### src/rtl/mips16_multicycle_ctrl.sv
`default_nettype none
// ============================================================================
// Module   : mips16_multicycle_ctrl
// Purpose  : Multi-cycle FETCH/DECODE/EXEC/MEM/WB sequencer for the MIPS16 core
// Revision : 1.0 - initial release
// ============================================================================
module mips16_multicycle_ctrl #(
  parameter int TIMEOUT_CYC = 16,
  parameter int CNT_W       = 16
) (
  input  logic             clk,
  input  logic             rst,
  input  logic             run,
  input  logic             imem_ack,
  input  logic             dmem_ack,
  input  logic [3:0]       opcode,
  input  logic             zero_in,
  output logic             imem_req,
  output logic             ir_load,
  output logic             dmem_req,
  output logic             dmem_we,
  output logic [3:0]       alu_op,
  output logic             alu_src_imm,
  output logic             rf_we,
  output logic             wb_sel_mem,
  output logic             pc_en,
  output logic             pc_sel_br,
  output logic             illegal_op,
  output logic             bus_err,
  output logic             busy,
  output logic [CNT_W-1:0] retired
);

  localparam int c_tmr_w = $clog2(TIMEOUT_CYC + 1);
  localparam logic [c_tmr_w-1:0] c_tmr_last = c_tmr_w'(TIMEOUT_CYC - 1);

  localparam logic [3:0] c_op_nop  = 4'h0;
  localparam logic [3:0] c_op_sru  = 4'h8;
  localparam logic [3:0] c_op_add  = 4'h1;
  localparam logic [3:0] c_op_addi = 4'h9;
  localparam logic [3:0] c_op_ld   = 4'hA;
  localparam logic [3:0] c_op_st   = 4'hB;
  localparam logic [3:0] c_op_bz   = 4'hC;

  typedef enum logic [2:0] {
    st_fetch  = 3'd0,
    st_decode = 3'd1,
    st_exec   = 3'd2,
    st_mem    = 3'd3,
    st_wb     = 3'd4
  } state_t;

  state_t             r_state;
  logic [3:0]         r_op;
  logic [c_tmr_w-1:0] r_timer;
  logic [CNT_W-1:0]   r_retired;

  logic w_dec_nop;
  logic w_dec_illegal;
  logic w_imm_op;
  logic w_timeout;

  assign w_dec_illegal = (opcode >= 4'hD);
  assign w_dec_nop     = (opcode == c_op_nop) || w_dec_illegal;
  assign w_imm_op      = (r_op == c_op_addi) || (r_op == c_op_ld) || (r_op == c_op_st);
  assign w_timeout     = (r_timer == c_tmr_last);
  assign retired       = r_retired;

  // Outputs follow the registered state but react to same-cycle acks; all are
  // forced low while rst is asserted so an in-flight request drops at once.
  always_comb begin
    imem_req    = 1'b0;
    ir_load     = 1'b0;
    dmem_req    = 1'b0;
    dmem_we     = 1'b0;
    alu_op      = c_op_nop;
    alu_src_imm = 1'b0;
    rf_we       = 1'b0;
    wb_sel_mem  = 1'b0;
    pc_en       = 1'b0;
    pc_sel_br   = 1'b0;
    illegal_op  = 1'b0;
    bus_err     = 1'b0;
    busy        = 1'b0;
    if (!rst) begin
      busy = (r_state != st_fetch);
      case (r_state)
        st_fetch: begin
          imem_req = run;
          ir_load  = run & imem_ack;
          bus_err  = run & ~imem_ack & w_timeout;
        end
        st_decode: begin
          pc_en      = w_dec_nop;
          illegal_op = w_dec_illegal;
        end
        st_exec: begin
          alu_src_imm = w_imm_op;
          if (r_op <= c_op_sru) begin
            alu_op = r_op;
          end else if (r_op == c_op_bz) begin
            pc_en     = 1'b1;
            pc_sel_br = zero_in;
          end else begin
            alu_op = c_op_add;
          end
        end
        st_mem: begin
          dmem_req    = 1'b1;
          dmem_we     = (r_op == c_op_st);
          alu_src_imm = 1'b1;
          pc_en       = dmem_ack & (r_op == c_op_st);
          bus_err     = ~dmem_ack & w_timeout;
        end
        st_wb: begin
          rf_we       = 1'b1;
          wb_sel_mem  = (r_op == c_op_ld);
          alu_src_imm = w_imm_op;
          pc_en       = 1'b1;
        end
        default: ;
      endcase
    end
  end

  always_ff @(posedge clk or posedge rst) begin
    if (rst) begin
      r_state   <= st_fetch;
      r_op      <= c_op_nop;
      r_timer   <= '0;
      r_retired <= '0;
    end else begin
      if (pc_en) r_retired <= r_retired + CNT_W'(1);
      case (r_state)
        st_fetch: begin
          if (!run) begin
            r_timer <= '0;
          end else if (imem_ack) begin
            r_timer <= '0;
            r_state <= st_decode;
          end else if (w_timeout) begin
            r_timer <= '0;
          end else begin
            r_timer <= r_timer + c_tmr_w'(1);
          end
        end
        st_decode: begin
          r_op    <= opcode;
          r_state <= w_dec_nop ? st_fetch : st_exec;
        end
        st_exec: begin
          r_timer <= '0;
          if (r_op == c_op_bz)                           r_state <= st_fetch;
          else if (r_op == c_op_ld || r_op == c_op_st)   r_state <= st_mem;
          else                                           r_state <= st_wb;
        end
        st_mem: begin
          if (dmem_ack) begin
            r_timer <= '0;
            r_state <= (r_op == c_op_ld) ? st_wb : st_fetch;
          end else if (w_timeout) begin
            // Abandon the access; PC is untouched so the same instruction refetches.
            r_timer <= '0;
            r_state <= st_fetch;
          end else begin
            r_timer <= r_timer + c_tmr_w'(1);
          end
        end
        st_wb:   r_state <= st_fetch;
        default: r_state <= st_fetch;
      endcase
    end
  end

endmodule
`default_nettype wire
### config.mk
export PLATFORM = sky130hd
export DESIGN_NAME = mips16_multicycle_ctrl
export DESIGN_NICKNAME = d
export VERILOG_FILES = /design/src/rtl/mips16_multicycle_ctrl.sv
export SDC_FILE = /design/constraint.sdc
export NUM_CORES = 1
export LEC_CHECK = 0
export ABC_AREA = 1
export BUFFER_PORTS_ARGS = -buffer_cell sky130_fd_sc_hd__buf_2
export CORE_ASPECT_RATIO = 0.7
export CORE_MARGIN = 5
export CORE_UTILIZATION = 30
export DETAILED_ROUTE_END_ITERATION = 10
export HOLD_SLACK_MARGIN = 0.12
export PLACE_DENSITY = 0.57
export SETUP_SLACK_MARGIN = 0.3
export SYNTH_ARGS = -nofsm -noshare
export SYNTH_HDL_FRONTEND = slang
export SYNTH_SLANG_ARGS = --single-unit
### constraint.sdc
create_clock -name clk -period 2 [get_ports clk]
set_input_delay 0.4 -clock clk [delete_from_list [all_inputs] [get_ports clk]]
set_output_delay 0.4 -clock clk [all_outputs]
set_load 0.02 [all_outputs]
==> results of run 1 <==
-- cells by family after synthesis --
| family | share of synthesized area (%) |
|---|---|
| flops | 38.2 |
| compound gates | 6.83 |
| buf+inv | 9.15 |
| simple gates | 41.1 |
| xor+xnor | 3.34 |
| fa+ha+maj | 1.36 |
-- repair_timing --
action,in CTS,in global routing
buffers inserted,19,6
gates resized for setup,65,21
setup endpoints to repair,15,18
pin swaps,10,10
cloned,0,1
-- worst max path at each step --
stage,start,to,cells past startpoint
4_1_cts,r_state[1]$_DFFE_PP0P_,bus_err,6
3_3_place_gp,r_state[1]$_DFFE_PP0P_,illegal_op,4
6_report,r_state[0]$_DFFE_PP0P_,pc_en,7
3_5_place_dp,r_state[2]$_DFFE_PP0P_,pc_en,8
5_1_grt,r_state[2]$_DFFE_PP0P_,pc_en,7
2_1_floorplan,rst,alu_src_imm,5
-- per-layer routing --
metal / vias up / track usage [%] / part of all wire, %
li1: 1007 / - / -
met1: 908 / 21.1 / 49
met2: 42 / 20.9 / 45
met3: 2 / 3.48 / 5.7
met4: 0 / 1.87 / 0.53
met5: - / 0 / 0
-- sequential cells by signal, indices dropped and copies added (netlist names) --
register and flops:
r_op 4, r_timer 5, retired 16, r_state 3
-- power breakdown --
part	switching, W	internal, W	total [W]	leakage [nW]
Combinational	0.000906	0.000733	0.00164	0.960
Sequential	0.000175	0.000688	0.000862	0.371
Clock	0.000177	0.000176	0.000353	0.0288
Total	0.00126	0.00160	0.00286	1.36
-- critical path, cell delays in order (launching register included) --
cell and delay, ns:
dfrtp_1 0.44, inv_4 0.08, nor3_4 0.26, nand2_2 0.11, nand3_4 0.10, nand2_4 0.06, inv_2 0.06, buf_6 0.10
-- synthesized netlist by cell type --
cell      count  area, um^2
nor2_2        2        12.5
a31oi_1       2        12.5
buf_6         1        11.3
nor3_2        2        20.0
nor3b_1       1        7.51
buf_2         2        10.0
clkbuf_1      1        3.75
buf_4         1        7.51
or2_2         1        6.26
o221ai_1      2        17.5
a22oi_1       1        7.51
nor2_1       32         120
a21oi_1       4        20.0
nand2_2       1        6.26
dfrtp_1      28         701
nand2_4       1        11.3
nand3_1      29         145
xnor2_1       4        35.0
xor2_1        3        26.3
nand3_4       1        17.5
o31ai_1       1        7.51
ha_1          2        25.0
nand2_1      86         323
nor4_1        1        6.26
inv_1        36         135
nor3_1        8        40.0
nand4_1       6        37.5
o21ai_0      12        60.1
-- stage by stage --
step | utilization (%) | power [W] | setup WS (ns)
floorplan | - | 0.00147 | 0.175
global placement | 37.7 | 0.00174 | 0.219
detailed placement | 37.7 | 0.00175 | 0.250
CTS | 44.6 | 0.00261 | 0.111
global route | 47.0 | 0.00304 | -0.00636
finish | 47.0 | 0.00286 | 0.103
-- cell type report --
cell class	count	area, um^2
multi-input cells	202	1180
inverters	36	140
clock buffers	4	55.1
well taps	75	93.8
flip-flops and latches	28	707
repair buffers	73	557
fillers	593	3080
==> impl_metrics.yaml, run 1 <==
outcome:
  run_status: "complete, no violations"
synthesis:
  yosysWarnings: 0
  synth_cell_types: 28
  syn_area_um2: 1830
  synth-seq-cells: 28
  synth_cells: 271
  seq_area_frac_synth_pct: 38.2
  syn_nets: 283
  syn_area_per_cell_um2: 6.76
finish:
  final_cell_mix: "78 x nand2_1, 35 x buf_4, 26 x nand3_1"
  areaGrowthSynthToFinish_pct: 49.1
  final_common_cell: "nand2_1"
  nets: 356
  postLayoutCellArea_um2: 2730
  antenna_cells: 0
  drive_gt1_share_pct: 38.5
  instances_no_fill: 418
die:
  ioPinCount: 42
  dieArea_um2: 7800
  dieHeight_um: 75.4
  die_w_um: 103
  start_util_pct: 31.5
  row_count: 23
  core_area_um2: 5810
route:
  drc: 0
  vias: 1959
  firstDrtPassIters: 5
  ant_nets: 0
  viasPerCell: 4.69
  wl_per_cell_um: 13.2
  wirelength_um: 5510
  drt_iter0_markers: 111
clock_tree:
  clkLatencyLatePin_ns: 0.27
  cts_sinks: 28
  cts_buffers: 3
  holdBufCountCts: 0
  path_clk_slew_ns: 0.10
  root_buffer: "clkbuf_8"
  cts_tree: "yes"
  ctsLongestPathBuffers: 2
  h-tree-depth: 1
sta:
  setup_tns_ns: 0
  tightest_slew_ns: 0.525
  drv_slew: 0
  skew_ns: 0.00306
  layout_min_cycle_time_ns: 1.90
  relSlewSlack_pct: 64.6
  hold-worst-slack_ns: 0.361
  period_share_pct: 94.9
  finalHoldViolCount: 0
  setup_viol: 0
  fmax_mhz: 527
  rsz0062_at_grt: "true"
placed_design:
  dpl.cell_count: 388
  port-buffer-count: 41
  placed_cell_area_um2: 2190
  hpwl_um: 3810
  routabilityCongestion: 0.849
global_route:
  grt_usage_pct: 14.1
  grt_pass1_wl_um: 8750
  grt-ovfl-total: 0
  grt_max_degree: 23
  grt_pass1_vias: 1873
  antenna_found_initial: 0
setup_path:
  cp_data_arrival_time_ns: 1.50
  r2r_slack_ns: 0.37
  reg2reg_from: "r_state[2]$_DFFE_PP0P_"
  r2r_cells: 9
  endpoint_kind: "primary output"
  required_ns: 1.60
  r2r_end: "r_timer[2]$_DFFE_PP0P_"
  worst-setup-path-type: "flip-flop to primary output"
  start_kind: "flip-flop"
  crit_path_max_fanout: 3
job:
  max_cap_violations: 0
power:
  pwr_density_cell_nw_per_um2: 1040
  peakVddDrop_mv: 0.463
  p_leak_nw: 1.36
min_path:
  min_to: "r_op[2]$_DFFE_PP0P_"
  hp-start: "opcode[2]"
  min_path_type: "input port to flip-flop"
  whs_path_depth: 3
(Power assumes the default switching activity.)
==> inputs of run 2 (changes only) <==
==> constraint.sdc (replaced) <==
create_clock -name clk -period 2 [get_ports clk]
set_input_delay 0.1 -clock clk [delete_from_list [all_inputs] [get_ports clk]]
set_output_delay 0.1 -clock clk [all_outputs]
set_load 0.02 [all_outputs]
==> run 2 against run 1 <==
Via count is 3.3% lower. Worst hold slack worse by 0.16 ns. Non-clock buffer count is 5 lower. Cell count is 1.2% lower. First-iteration DRC count is 44% lower. Sequential power is 3.4% lower. Design area is 10% lower.
==> impl_metrics.yaml, run 2 (synthesis results as in run 1) <==
outcome:
  run_status: "complete, no violations"
sta:
  drv_slew: 0
  setup_tns_ns: 0
  period_share_pct: 82.6
  hold-worst-slack_ns: 0.198
  setup_viol: 0
  rsz0062_at_grt: "true"
  finalHoldViolCount: 0
  tightest_slew_ns: 0.333
  fmax_mhz: 605
  relSlewSlack_pct: 77.7
  layout_min_cycle_time_ns: 1.65
  skew_ns: 0.00350
finish:
  final_cell_mix: "82 x nand2_1, 39 x buf_2, 33 x inv_1"
  areaGrowthSynthToFinish_pct: 33.9
  antenna_cells: 0
  largest_reg_flops: 16
  finish.utilization_pct: 42.2
  instances_no_fill: 413
  final_common_cell: "nand2_1"
  nets: 351
  drive_gt1_share_pct: 27.8
die:
  ioPinCount: 42
  die_w_um: 103
  start_util_pct: 31.5
  core_area_um2: 5810
  row_count: 23
  dieArea_um2: 7800
  dieHeight_um: 75.4
power:
  p_sw_share_pct: 43.3
  clkPwrFrac_pct: 14.7
  power_frac_comb_pct: 50.6
  pwr-share-seq_pct: 34.7
  peakVddDrop_mv: 0.356
  p_sw_w: 0.00104
  pwr_density_cell_nw_per_um2: 978
  p_leak_nw: 1.29
  p_int_w: 0.00136
route:
  firstDrtPassIters: 4
  viasPerCell: 4.59
  wl_per_cell_um: 12.1
  drt_iter0_markers: 62
  vias: 1894
  drc: 0
  wirelength_um: 4990
  ant_nets: 0
global_route:
  grt_max_degree: 24
  grt_pass1_vias: 1755
  antenna_found_initial: 0
  grt-ovfl-total: 0
  grt_usage_pct: 13.4
  grt_pass1_wl_um: 8200
placed_design:
  routabilityCongestion: 0.805
  dpl.cell_count: 385
  port-buffer-count: 41
  hpwl_um: 3650
clock_tree:
  cts_sinks: 28
  path_clk_slew_ns: 0.10
  cts_buffers: 3
  ctsLongestPathBuffers: 2
  clkLatencyLatePin_ns: 0.27
  h-tree-depth: 1
  cts_tree: "yes"
  root_buffer: "clkbuf_8"
setup_path:
  worst_path_max_delay_cell: "dfrtp_2"
  crit_chain: "inv_2 > nand3_1 > inv_1 > nand2_2 > nor3b_1 > buf_2"
  crit_start: "r_state[2]$_DFFE_PP0P_"
  reg2reg_from: "r_op[3]$_DFFE_PP0P_"
  worst-setup-path-type: "flip-flop to primary output"
  required_ns: 1.90
  cp_data_arrival_time_ns: 1.55
  start_kind: "flip-flop"
  crit_path_max_fanout: 5
  endpoint_kind: "primary output"
  max_stage_delay_ns: 0.45
min_path:
  min_path_type: "input port to async pin"
job:
  max_cap_violations: 0
run 2: cell types whose count changed in the layout (fill, tap and decap cells not counted), moves of 3 or more:
cell	before	now
nor3_1	2	6
inv_1	24	33
buf_6	11	3
dlygate4sd3_1	0	4
buf_4	35	22
nor2_4	8	3
nor3_4	4	1
nor2_1	23	28
buf_2	25	39
nand2_1	78	82
inv_2	10	3
run 2: path summary, 6_finish.rpt:
check                                     endpoint  slack (ns)  depth (start not counted)
min in group clk            r_state[0]$_DFFE_PP0P_        0.20                          3
max in group asynchronous      r_op[2]$_DFFE_PP0P_        1.57                          3
setup / recovery                         pc_sel_br        0.35                          6
hold reg to reg             r_timer[4]$_DFFE_PP0P_        0.52                          2
hold / removal              r_timer[0]$_DFFE_PP0P_        0.20                          3
setup reg to reg           retired[13]$_DFFE_PP0P_        0.44                         11
run 2: worst max-delay path: cells and delay by family, from the launching register on:
kind          cells  cell delay (ns)
flops             1             0.45
simple gates      3             0.42
buf+inv           3             0.41
run 2: stage by stage:
| stage | worst slack [ns] | power, W | instance area, um^2 |
|---|---|---|---|
| after global placement | 0.470 | 0.00167 | 2120 |
| after floorplan | 0.440 | 0.00143 | 1830 |
| after CTS | 0.308 | 0.00228 | 2350 |
| after detailed placement | 0.464 | 0.00167 | 2120 |
| after global routing | 0.215 | 0.00260 | 2450 |
| final | 0.348 | 0.00240 | 2450 |
run 2: area by class of cell:
type	count	area, um^2
Clock buffer	4	55.1
Fill cell	634	3360
Inverter	36	135
Multi-Input combinational cell	202	1030
Sequential cell	28	706
Tap cell	75	93.8
Timing Repair Buffer	68	434
run 2: timing repair:
action | CTS | global route
gates resized for setup | 16 | 13
setup endpoints to repair | 6 | 13
setup buffers | 12 | 8
hold endpoints to repair | 4 | 0
pin swaps | 4 | 5
hold buffers | 4 | 0
run 2: power groups by stage:
stage | clock network [W] | registers (W) | logic, W
after floorplan | 0 | 0.000832 | 0.000599
after global placement | 0 | 0.000824 | 0.000845
after detailed placement | 0 | 0.000830 | 0.000844
after CTS | 0.000377 | 0.000820 | 0.00108
after global routing | 0.000395 | 0.000853 | 0.00135
final | 0.000353 | 0.000833 | 0.00121
run 2: metal layers:
| metal | share of wire [%] | track usage (%) | wire, um |
|---|---|---|---|
| met2 | 41 | 19.8 | 2030 |
| met4 | 0.96 | 2.73 | 48 |
| met5 | 0 | 0 | 0 |
| met3 | 4.4 | 2.93 | 218 |
| met1 | 54 | 20.1 | 2700 |
==> inputs of run 3 (changes only) <==
--- a/config.mk
+++ b/config.mk
@@ -12,7 +12,7 @@
 export CORE_UTILIZATION = 30
 export DETAILED_ROUTE_END_ITERATION = 10
 export HOLD_SLACK_MARGIN = 0.12
-export PLACE_DENSITY = 0.57
+export PLACE_DENSITY = 0.59
 export SETUP_SLACK_MARGIN = 0.3
 export SYNTH_ARGS = -nofsm -noshare
 export SYNTH_HDL_FRONTEND = slang
==> constraint.sdc (replaced) <==
create_clock -name clk -period 1.4 [get_ports clk]
set_input_delay 0.07 -clock clk [delete_from_list [all_inputs] [get_ports clk]]
set_output_delay 0.07 -clock clk [all_outputs]
set_load 0.02 [all_outputs]
==> run 3 against run 2 <==
The flow now finishes with violations (setup timing). Clock power grew 47%. Core utilization up 10 points. Wire length is 14% higher. Combinational power increased by 120%. Sequential cell count stayed put. Cell count increased by 4.1%. Sequential share of layout area down 5.1 points. Largest power group unchanged.
==> impl_metrics.yaml, run 3 (synthesis results as in run 1) <==
outcome:
  run_status: "complete, but fails checks"
  violations: "setup timing"
clock_tree:
  cts_buffers: 3
  ctsLongestPathBuffers: 2
  clkLatencyLatePin_ns: 0.28
  cts_sinks: 28
  root_buffer: "clkbuf_8"
  path_clk_slew_ns: 0.10
  h-tree-depth: 1
  cts_tree: "yes"
die:
  start_util_pct: 31.5
  dieArea_um2: 7800
  die_w_um: 103
  ioPinCount: 42
  core_area_um2: 5810
  dieHeight_um: 75.4
  row_count: 23
setup_path:
  max_stage_delay_ns: 0.47
  crit_chain: "inv_4 > nand3_2 > buf_6 > inv_4 > a31oi_1 > nor3_2 > buf_4"
  worst_path_max_delay_cell: "dfrtp_2"
  path_delay_family: "buffers and inverters"
  crit_buf_inv: 4
  endpoint_kind: "primary output"
  cpMostUsedCell: "inv_4"
  crit_start: "r_state[2]$_DFFE_PP0P_"
  reg2reg_from: "r_state[1]$_DFFE_PP0P_"
  worst-setup-path-type: "flip-flop to primary output"
  cp_data_arrival_time_ns: 1.54
  crit_path_max_fanout: 4
  start_kind: "flip-flop"
  required_ns: 1.33
finish:
  areaGrowthSynthToFinish_pct: 66.5
  largest_reg_flops: 16
  nets: 368
  postLayoutCellArea_um2: 3050
  final_common_cell: "nand2_1"
  final_cell_mix: "57 x nand2_1, 27 x inv_1, 27 x buf_4"
  drive_gt1_share_pct: 49.0
  antenna_cells: 0
placed_design:
  placed_cell_area_um2: 2410
  post-place-ws_ns: -0.0988
  hpwl_um: 3910
  routabilityCongestion: 0.848
  port-buffer-count: 41
power:
  power_w: 0.00441
  pwr_density_cell_nw_per_um2: 1450
  peakVddDrop_mv: 0.548
  p_leak_nw: 1.43
global_route:
  antenna_found_initial: 0
  grt_usage_pct: 14.4
  grt_pass1_wl_um: 8990
  grt_max_degree: 22
  grt_pass1_vias: 1885
  grt-ovfl-total: 0
route:
  vias: 1986
  viasPerCell: 4.62
  firstDrtPassIters: 4
  wl_per_cell_um: 13.2
  ant_nets: 0
  drc: 0
  drt_iter0_markers: 86
  wirelength_um: 5690
job:
  max_cap_violations: 0
sta:
  tightest_slew_ns: 0.331
  period_share_pct: 115
  layout_min_cycle_time_ns: 1.61
  relSlewSlack_pct: 77.7
  finalHoldViolCount: 0
  fmax_mhz: 622
  setup_viol: 35
  postLayoutSetupSlackWorst_ns: -0.208
  setup_tns_ns: -4.28
  rsz0062_at_grt: "true"
  drv_slew: 0
  skew_ns: 0.00388
min_path:
  min_path_type: "input port to flip-flop"
  hp-start: "dmem_ack"
==> run 3: cell types whose count changed in the layout (fill, tap and decap cells not counted), sizes merged <==
cell         delta
buf            +11
clkbuf          +1
dlygate4sd3     +5
==> run 3: layout make-up <==
class | count | area [um^2]
multi-input cells | 202 | 1320
well taps | 75 | 93.8
fillers | 556 | 2760
repair buffers | 85 | 713
clock buffers | 4 | 55.1
inverters | 36 | 148
flip-flops and latches | 28 | 721
==> run 3: timing repair <==
item                                    in CTS  in global routing
resized for setup                           60                 52
buffers inserted                             9                  7
endpoints found under the hold margin       23                  0
endpoints found under the setup margin      43                 44
cloned                                       0                  1
pin swaps                                    6                 11
hold buffers                                 9                  0
==> run 3: power by group <==
part,leakage (nW),internal (W),switching [W]
sequential,0.353,0.000988,0.000248
clock,0.0288,0.000252,0.000267
combinational,1.05,0.00120,0.00145
total,1.43,0.00244,0.00197
==> run 3: worst paths after layout <==
check                                          end  slack, ns  cells past startpoint
max                                        bus_err      -0.21                      7
min                         r_state[0]$_DFFE_PP0P_       0.15                      4
max reg2reg                retired[14]$_DFFE_PP0P_      -0.19                      9
min reg2reg                 r_timer[4]$_DFFE_PP0P_       0.52                      2
max in group asynchronous   r_state[1]$_DFFE_PP0P_       0.49                      4
min in group asynchronous  retired[12]$_DFFE_PP0P_       0.24                      4
==> run 3: tightest hold or removal path, cell delays in order <==
cell and delay [ns]:
buf_2 0.08, inv_1 0.05, nand3_1 0.12, o21ai_1 0.08
==> run 3: stage by stage <==
stage	util [%]	hold WS, ns	cells
5_1_grt	52.5	0.173	430
2_1_floorplan	-	0.191	271
4_1_cts	48.2	0.148	422
6_report	52.5	0.154	430
3_3_place_gp	41.5	0.0398	400
3_5_place_dp	41.5	0.0405	400
==> run 3: routing by layer <==
layer  wire, um  vias up  global-route usage [%]
met5          0        -                       0
met4         27        0                    2.16
met3        228        2                    3.02
met2       2480       28                    21.5
met1       2960      920                    21.8
li1           -     1036                       -
